[config.mk]
export PLATFORM = sky130hd
export DESIGN_NAME = seq_packet_parser
export DESIGN_NICKNAME = d
export VERILOG_FILES = /design/src/rtl/seq_packet_parser.sv
export SDC_FILE = /design/constraint.sdc
export NUM_CORES = 2
export LEC_CHECK = 0
export CELL_PAD_IN_SITES_DETAIL_PLACEMENT = 0
export CELL_PAD_IN_SITES_GLOBAL_PLACEMENT = 2
export CORE_MARGIN = 4
export CORE_UTILIZATION = 44
export CTS_BUF_LIST = sky130_fd_sc_hd__clkbuf_16
export DETAILED_ROUTE_END_ITERATION = 16
export PLACE_DENSITY = 0.94
export SLEW_MARGIN = 20
export SYNTH_ARGS = -nofsm -noshare
export SYNTH_HDL_FRONTEND = slang
export SYNTH_SLANG_ARGS = --single-unit
[constraint.sdc]
create_clock -name clk -period 6.75 [get_ports clk]
set_clock_uncertainty 0.1 [all_clocks]
set_input_delay 1.35 -clock clk [delete_from_list [all_inputs] [get_ports clk]]
set_output_delay 1.35 -clock clk [all_outputs]
set_load 0.005 [all_outputs]
[src/rtl/seq_packet_parser.sv]
// Streaming parser: strips an 8-byte little-endian header from a 32-bit word stream,
// emits up to 37 payload bytes as one wide word and flags per-stream sequence gaps.
module seq_packet_parser #(
    parameter int NUM_STREAMS = 16,
    parameter int MAX_LEN     = 45
) (
    input  logic         clk,
    input  logic         reset_b,
    input  logic [31:0]  dataIn,
    input  logic         dataIn_val,
    output logic         dataIn_ready,
    input  logic         dataIN_last,
    output logic [0:295] dataOut,
    output logic         dataOut_val,
    input  logic         dataOut_ready,
    output logic         packetLost,
    output logic [1:0]   state_dbg
);
    localparam int PAY_BYTES = 37;
    localparam int IDX_W     = (NUM_STREAMS > 1) ? $clog2(NUM_STREAMS) : 1;

    typedef enum logic [1:0] {
        HDR0    = 2'd0,
        HDR1    = 2'd1,
        PAYLOAD = 2'd2,
        DISCARD = 2'd3
    } state_t;

    // Handshake: a word moves when dataIn_val && dataIn_ready; a result moves when
    // dataOut_val && dataOut_ready. Input stalls only while a result is stuck.
    state_t       state, state_nxt;
    logic         accept, complete, lost;
    logic [15:0]  hdr_len, hdr_sid;
    logic [31:0]  hdr_seq, seq_cur;
    logic         len_bad;
    logic [5:0]   pay_len_q;
    logic [3:0]   last_idx_q, widx_q, pay_word;
    logic [15:0]  sid_q;
    logic [31:0]  seq_q;
    logic [0:295] stage_q, stage_nxt;
    logic [IDX_W-1:0] tbl_idx;

    logic         tbl_valid [NUM_STREAMS];
    logic [15:0]  tbl_tag   [NUM_STREAMS];
    logic [31:0]  tbl_seq   [NUM_STREAMS];

    assign dataIn_ready = !dataOut_val || dataOut_ready;
    assign accept       = dataIn_val && dataIn_ready;
    assign state_dbg    = state;

    assign hdr_len = {dataIn[23:16], dataIn[31:24]};
    assign hdr_sid = {dataIn[7:0], dataIn[15:8]};
    assign hdr_seq = {dataIn[7:0], dataIn[15:8], dataIn[23:16], dataIn[31:24]};
    assign len_bad = (hdr_len < 16'd8) || (hdr_len > 16'(MAX_LEN));

    // A header-only message completes while still in HDR1, before seq_q is loaded.
    assign seq_cur  = (state == HDR1) ? hdr_seq : seq_q;
    assign tbl_idx  = IDX_W'(sid_q % 16'(NUM_STREAMS));
    assign lost     = tbl_valid[tbl_idx] && (tbl_tag[tbl_idx] == sid_q) &&
                      (seq_cur != tbl_seq[tbl_idx] + 32'd1);
    assign pay_word = widx_q - 4'd2;

    always_comb begin
        state_nxt = state;
        complete  = 1'b0;
        if (accept) begin
            case (state)
                HDR0: begin
                    if (dataIN_last)  state_nxt = HDR0;
                    else if (len_bad) state_nxt = DISCARD;
                    else              state_nxt = HDR1;
                end
                HDR1, PAYLOAD: begin
                    if (dataIN_last) begin
                        complete  = (widx_q == last_idx_q);
                        state_nxt = HDR0;
                    end else if (widx_q == last_idx_q) begin
                        state_nxt = DISCARD;
                    end else begin
                        state_nxt = PAYLOAD;
                    end
                end
                default: begin
                    if (dataIN_last) state_nxt = HDR0;
                end
            endcase
        end
    end

    // Merge the current payload word; bytes past msgLen are padding and stay zero.
    always_comb begin
        stage_nxt = stage_q;
        if (state == PAYLOAD) begin
            for (int k = 0; k < PAY_BYTES; k++) begin
                if (((k >> 2) == int'(pay_word)) && (k < int'(pay_len_q))) begin
                    stage_nxt[8*k +: 8] = dataIn[31 - 8*(k % 4) -: 8];
                end
            end
        end
    end

    always_ff @(posedge clk or negedge reset_b) begin
        if (!reset_b) begin
            state      <= HDR0;
            pay_len_q  <= '0;
            last_idx_q <= '0;
            widx_q     <= '0;
            sid_q      <= '0;
            seq_q      <= '0;
            stage_q    <= '0;
        end else begin
            state <= state_nxt;
            if (accept) begin
                if (state == HDR0) begin
                    stage_q    <= '0;
                    sid_q      <= hdr_sid;
                    pay_len_q  <= hdr_len[5:0] - 6'd8;
                    last_idx_q <= 4'((hdr_len[5:0] - 6'd1) >> 2);
                    widx_q     <= 4'd1;
                end else begin
                    stage_q <= stage_nxt;
                    widx_q  <= widx_q + 4'd1;
                end
                if (state == HDR1) seq_q <= hdr_seq;
            end
        end
    end

    always_ff @(posedge clk or negedge reset_b) begin
        if (!reset_b) begin
            dataOut     <= '0;
            dataOut_val <= 1'b0;
            packetLost  <= 1'b0;
            for (int i = 0; i < NUM_STREAMS; i++) begin
                tbl_valid[i] <= 1'b0;
                tbl_tag[i]   <= '0;
                tbl_seq[i]   <= '0;
            end
        end else begin
            if (complete) begin
                dataOut            <= stage_nxt;
                dataOut_val        <= 1'b1;
                packetLost         <= lost;
                tbl_valid[tbl_idx] <= 1'b1;
                tbl_tag[tbl_idx]   <= sid_q;
                tbl_seq[tbl_idx]   <= seq_cur;
            end else if (dataOut_val && dataOut_ready) begin
                dataOut     <= '0;
                dataOut_val <= 1'b0;
                packetLost  <= 1'b0;
            end
        end
    end

endmodule

==> impl_metrics.json <==
{
  "p_seq_share_pct": 43.1,
  "ys_ff_latch": 1442,
  "end_kind": "register",
  "area_growth_pct": 15.3,
  "stdcell_area_um2": 74900,
  "async_flop_share_pct": 100,
  "worst_slew_pin_slew_ps": 1360,
  "worstPathArrival_ps": 5340,
  "drc": 0,
  "wl_per_cell_um": 23.7,
  "fp.coreArea_um2": 146000,
  "rsz0062_at_grt": "false",
  "htreeDepth": 4,
  "yosysSeqAreaShare_pct": 55.6,
  "grt_max_degree": 223,
  "die_area_um2": 154000,
  "hold_viol_final": 0,
  "nNetsFinal": 6091,
  "yosysTopAreaCellShare_pct": 55.6,
  "cts_tree": "built",
  "leakage_nw": 34.6,
  "peakVddDrop_uv": 282,
  "port_buffers": 337,
  "grt.overflow.total": 0,
  "synth_top_cell_by_area": "dfrtp_1",
  "drtIter0Drc": 4189,
  "clk_pin_slew_ps": 60,
  "setup_tns_ps": 0,
  "die_w_um": 392,
  "power_density_nw_per_um2": 394,
  "insertion_delay_ps": 790,
  "synth.most_common_cell": "dfrtp_1",
  "drv_cap": 0,
  "vias": 46800,
  "syn_nets": 5967,
  "drt_wl_total_um": 191000,
  "ys.flop_type": "dfrtp_1",
  "numCtsBuffers": 153,
  "synth_area_leaders": "dfrtp_1, o21ai_0, nand2_1",
  "fillers": 12900,
  "die_h_um": 392,
  "placed_cell_area_um2": 70100,
  "cts_resized": 0,
  "max_freq_ghz": 0.210,
  "synth.avg_cell_area_um2": 11.0,
  "grt_first_pass_wirelength_um": 294000,
  "netlist_area_um2": 64900,
  "crit_path_max_incr_delay_ps": 950,
  "intPower_mw": 19.2,
  "cp-start-kind": "register",
  "cts_root_buffer": "clkbuf_16",
  "crit_type": "register to register",
  "rows": 140,
  "initial_utilization_pct": 44.5,
  "crit_chain": "buf_4 > mux4_2 > a22oi_1 > nand2_1 > ha_1 > and2_1 > nor4bb_1 > a41oi_1 > or3_1 > o21ai_0 > mux2_4 > a311oi_2 > nand4_1 > o21a_1",
  "postRouteAntennaNets": 0,
  "grt_pass1_vias": 46200,
  "clockBufferDepth": 3,
  "synth_edf_count": 0,
  "viasPerCell": 5.79,
  "clock_power_share_pct": 27.4,
  "min_path_type": "register to register",
  "finalSetupViolations": 0,
  "drive_above_1_share_pct": 13.4,
  "period_minus_slack_ps": 4770,
  "firstDrtPassIters": 6,
  "netlist_instances": 5918,
  "hold_buffers": 0,
  "relSlewSlack_pct": 9.49,
  "sw_frac_of_total_pct": 34.9,
  "synth.top_cells.by_count": "dfrtp_1, nand2_1, o21ai_0",
  "switchingPower_mw": 10.3,
  "cts_sinks": 1442,
  "final.period_utilization_pct": 70.6,
  "slowest_stage": "dfrtp_4",
  "status": "finished, final reports clean",
  "io_pins": 338,
  "synth.distinct_cells": 79,
  "post_cts_buffers": 0,
  "antenna_found_initial": 16,
  "cp_max_fo": 37,
  "hpwlAfterDp_um": 117000,
  "gr-usage-all-layers_pct": 24.8,
  "worstPathRequired_ps": 7320,
  "slew_viol_final": 0,
  "yosysWarnings": 0,
  "gp_congestion": 0.830,
  "p_comb_share_pct": 29.4
}
==> path summary, 6_finish.rpt <==
kind / start / end / slack, ps / depth (start not counted)
max: sid_q[0] / packetLost / 1980 / 14
min: tbl_tag[146] / tbl_tag[146] / 340 / 2
max reg2reg: sid_q[0] / packetLost / 1980 / 14
min reg2reg: tbl_tag[146] / tbl_tag[146] / 340 / 2
max in group asynchronous: reset_b / tbl_tag[138] / 4590 / 2
min in group asynchronous: reset_b / dataOut[7] / 460 / 1
==> cell families after synthesis <==
group           synth area share (%)
buf+inv                         3.63
compound gates                  13.8
mux                             16.3
simple gates                    9.54
flops                           55.6
fa+ha+maj                      0.231
xor+xnor                       0.903
==> power groups by stage <==
stage	Clock (mW)	Sequential (mW)	Combinational, mW
floorplan	0	12.0	5.77
global placement	0	12.7	8.55
detailed placement	0	12.8	8.70
CTS	8.24	12.7	8.74
global route	8.60	13.0	9.56
finish	8.10	12.7	8.69
==> flip-flops by register name (all words and copies together), names as in the netlist, 2 cells and up <==
| register | flops |
|---|---|
| tbl_seq | 512 |
| dataOut | 296 |
| stage_q | 296 |
| tbl_tag | 256 |
| seq_q | 32 |
| sid_q | 16 |
| tbl_valid | 16 |
| pay_len_q | 6 |
| last_idx_q | 4 |
| widx_q | 4 |
| state_dbg | 2 |
==> metal layers <==
metal / track usage (%) / vias up / wire length (µm)
met2: 39.1 / 1423 / 88400
met4: 7.21 / 6 / 5330
li1: - / 21200 / -
met3: 4.55 / 285 / 12700
met1: 35.3 / 23900 / 84900
met5: 0 / - / 43
==> worst max-delay path, delay by kind of cell (launching register included) <==
family / cells / cell delay (ps)
AO/OA/AOI/OAI: 5 / 1070
AND/OR/NAND/NOR: 5 / 950
flip-flops: 1 / 950
multiplexers: 2 / 830
buffers and inverters: 1 / 400
adder cells (fa/ha/maj): 1 / 310
==> final cells by class <==
cell class	instances	area [µm²]	share of cell area, %
sequential	1442	36100	48.2
multi-input combinational	3933	26800	35.8
timing repair buffer	497	4790	6.40
clock buffer	157	3930	5.24
tap	1917	2400	3.20
clock inverter	118	836	1.12
inverter	15	56.3	0.0752
antenna	4	10.0	0.0134
==> through the flow <==
step | cells | hold slack, ps | total power, mW | util (%) | setup WS [ps]
2_1_floorplan | 5918 | 314 | 17.7 | - | 3010
3_3_place_gp | 7804 | 325 | 21.2 | 48.0 | 1770
3_5_place_dp | 7804 | 332 | 21.5 | 48.0 | 1690
4_1_cts | 8079 | 344 | 29.7 | 51.3 | 2030
5_1_grt | 8079 | 366 | 31.1 | 51.3 | 1670
6_report | 8083 | 343 | 29.5 | 51.3 | 1980
==> cell usage in the layout, fill, tap and decap left out, types with 22 or more instances in the layout <==
cell type        count
mux4_1              39
buf_4              142
a22oi_1            329
a21oi_1             95
nand2_1           1136
clkdlybuf4s50_1    333
and2_1              41
mux2i_1            332
xor2_1              33
inv_1               53
xnor2_1             34
nor2_1             151
clkbuf_16          157
mux4_2             163
nand2b_1            46
dfrtp_1           1438
o21ai_2             22
mux2_2             216
clkinv_1            42
o21ai_0           1086
(Power assumes the default switching activity.)
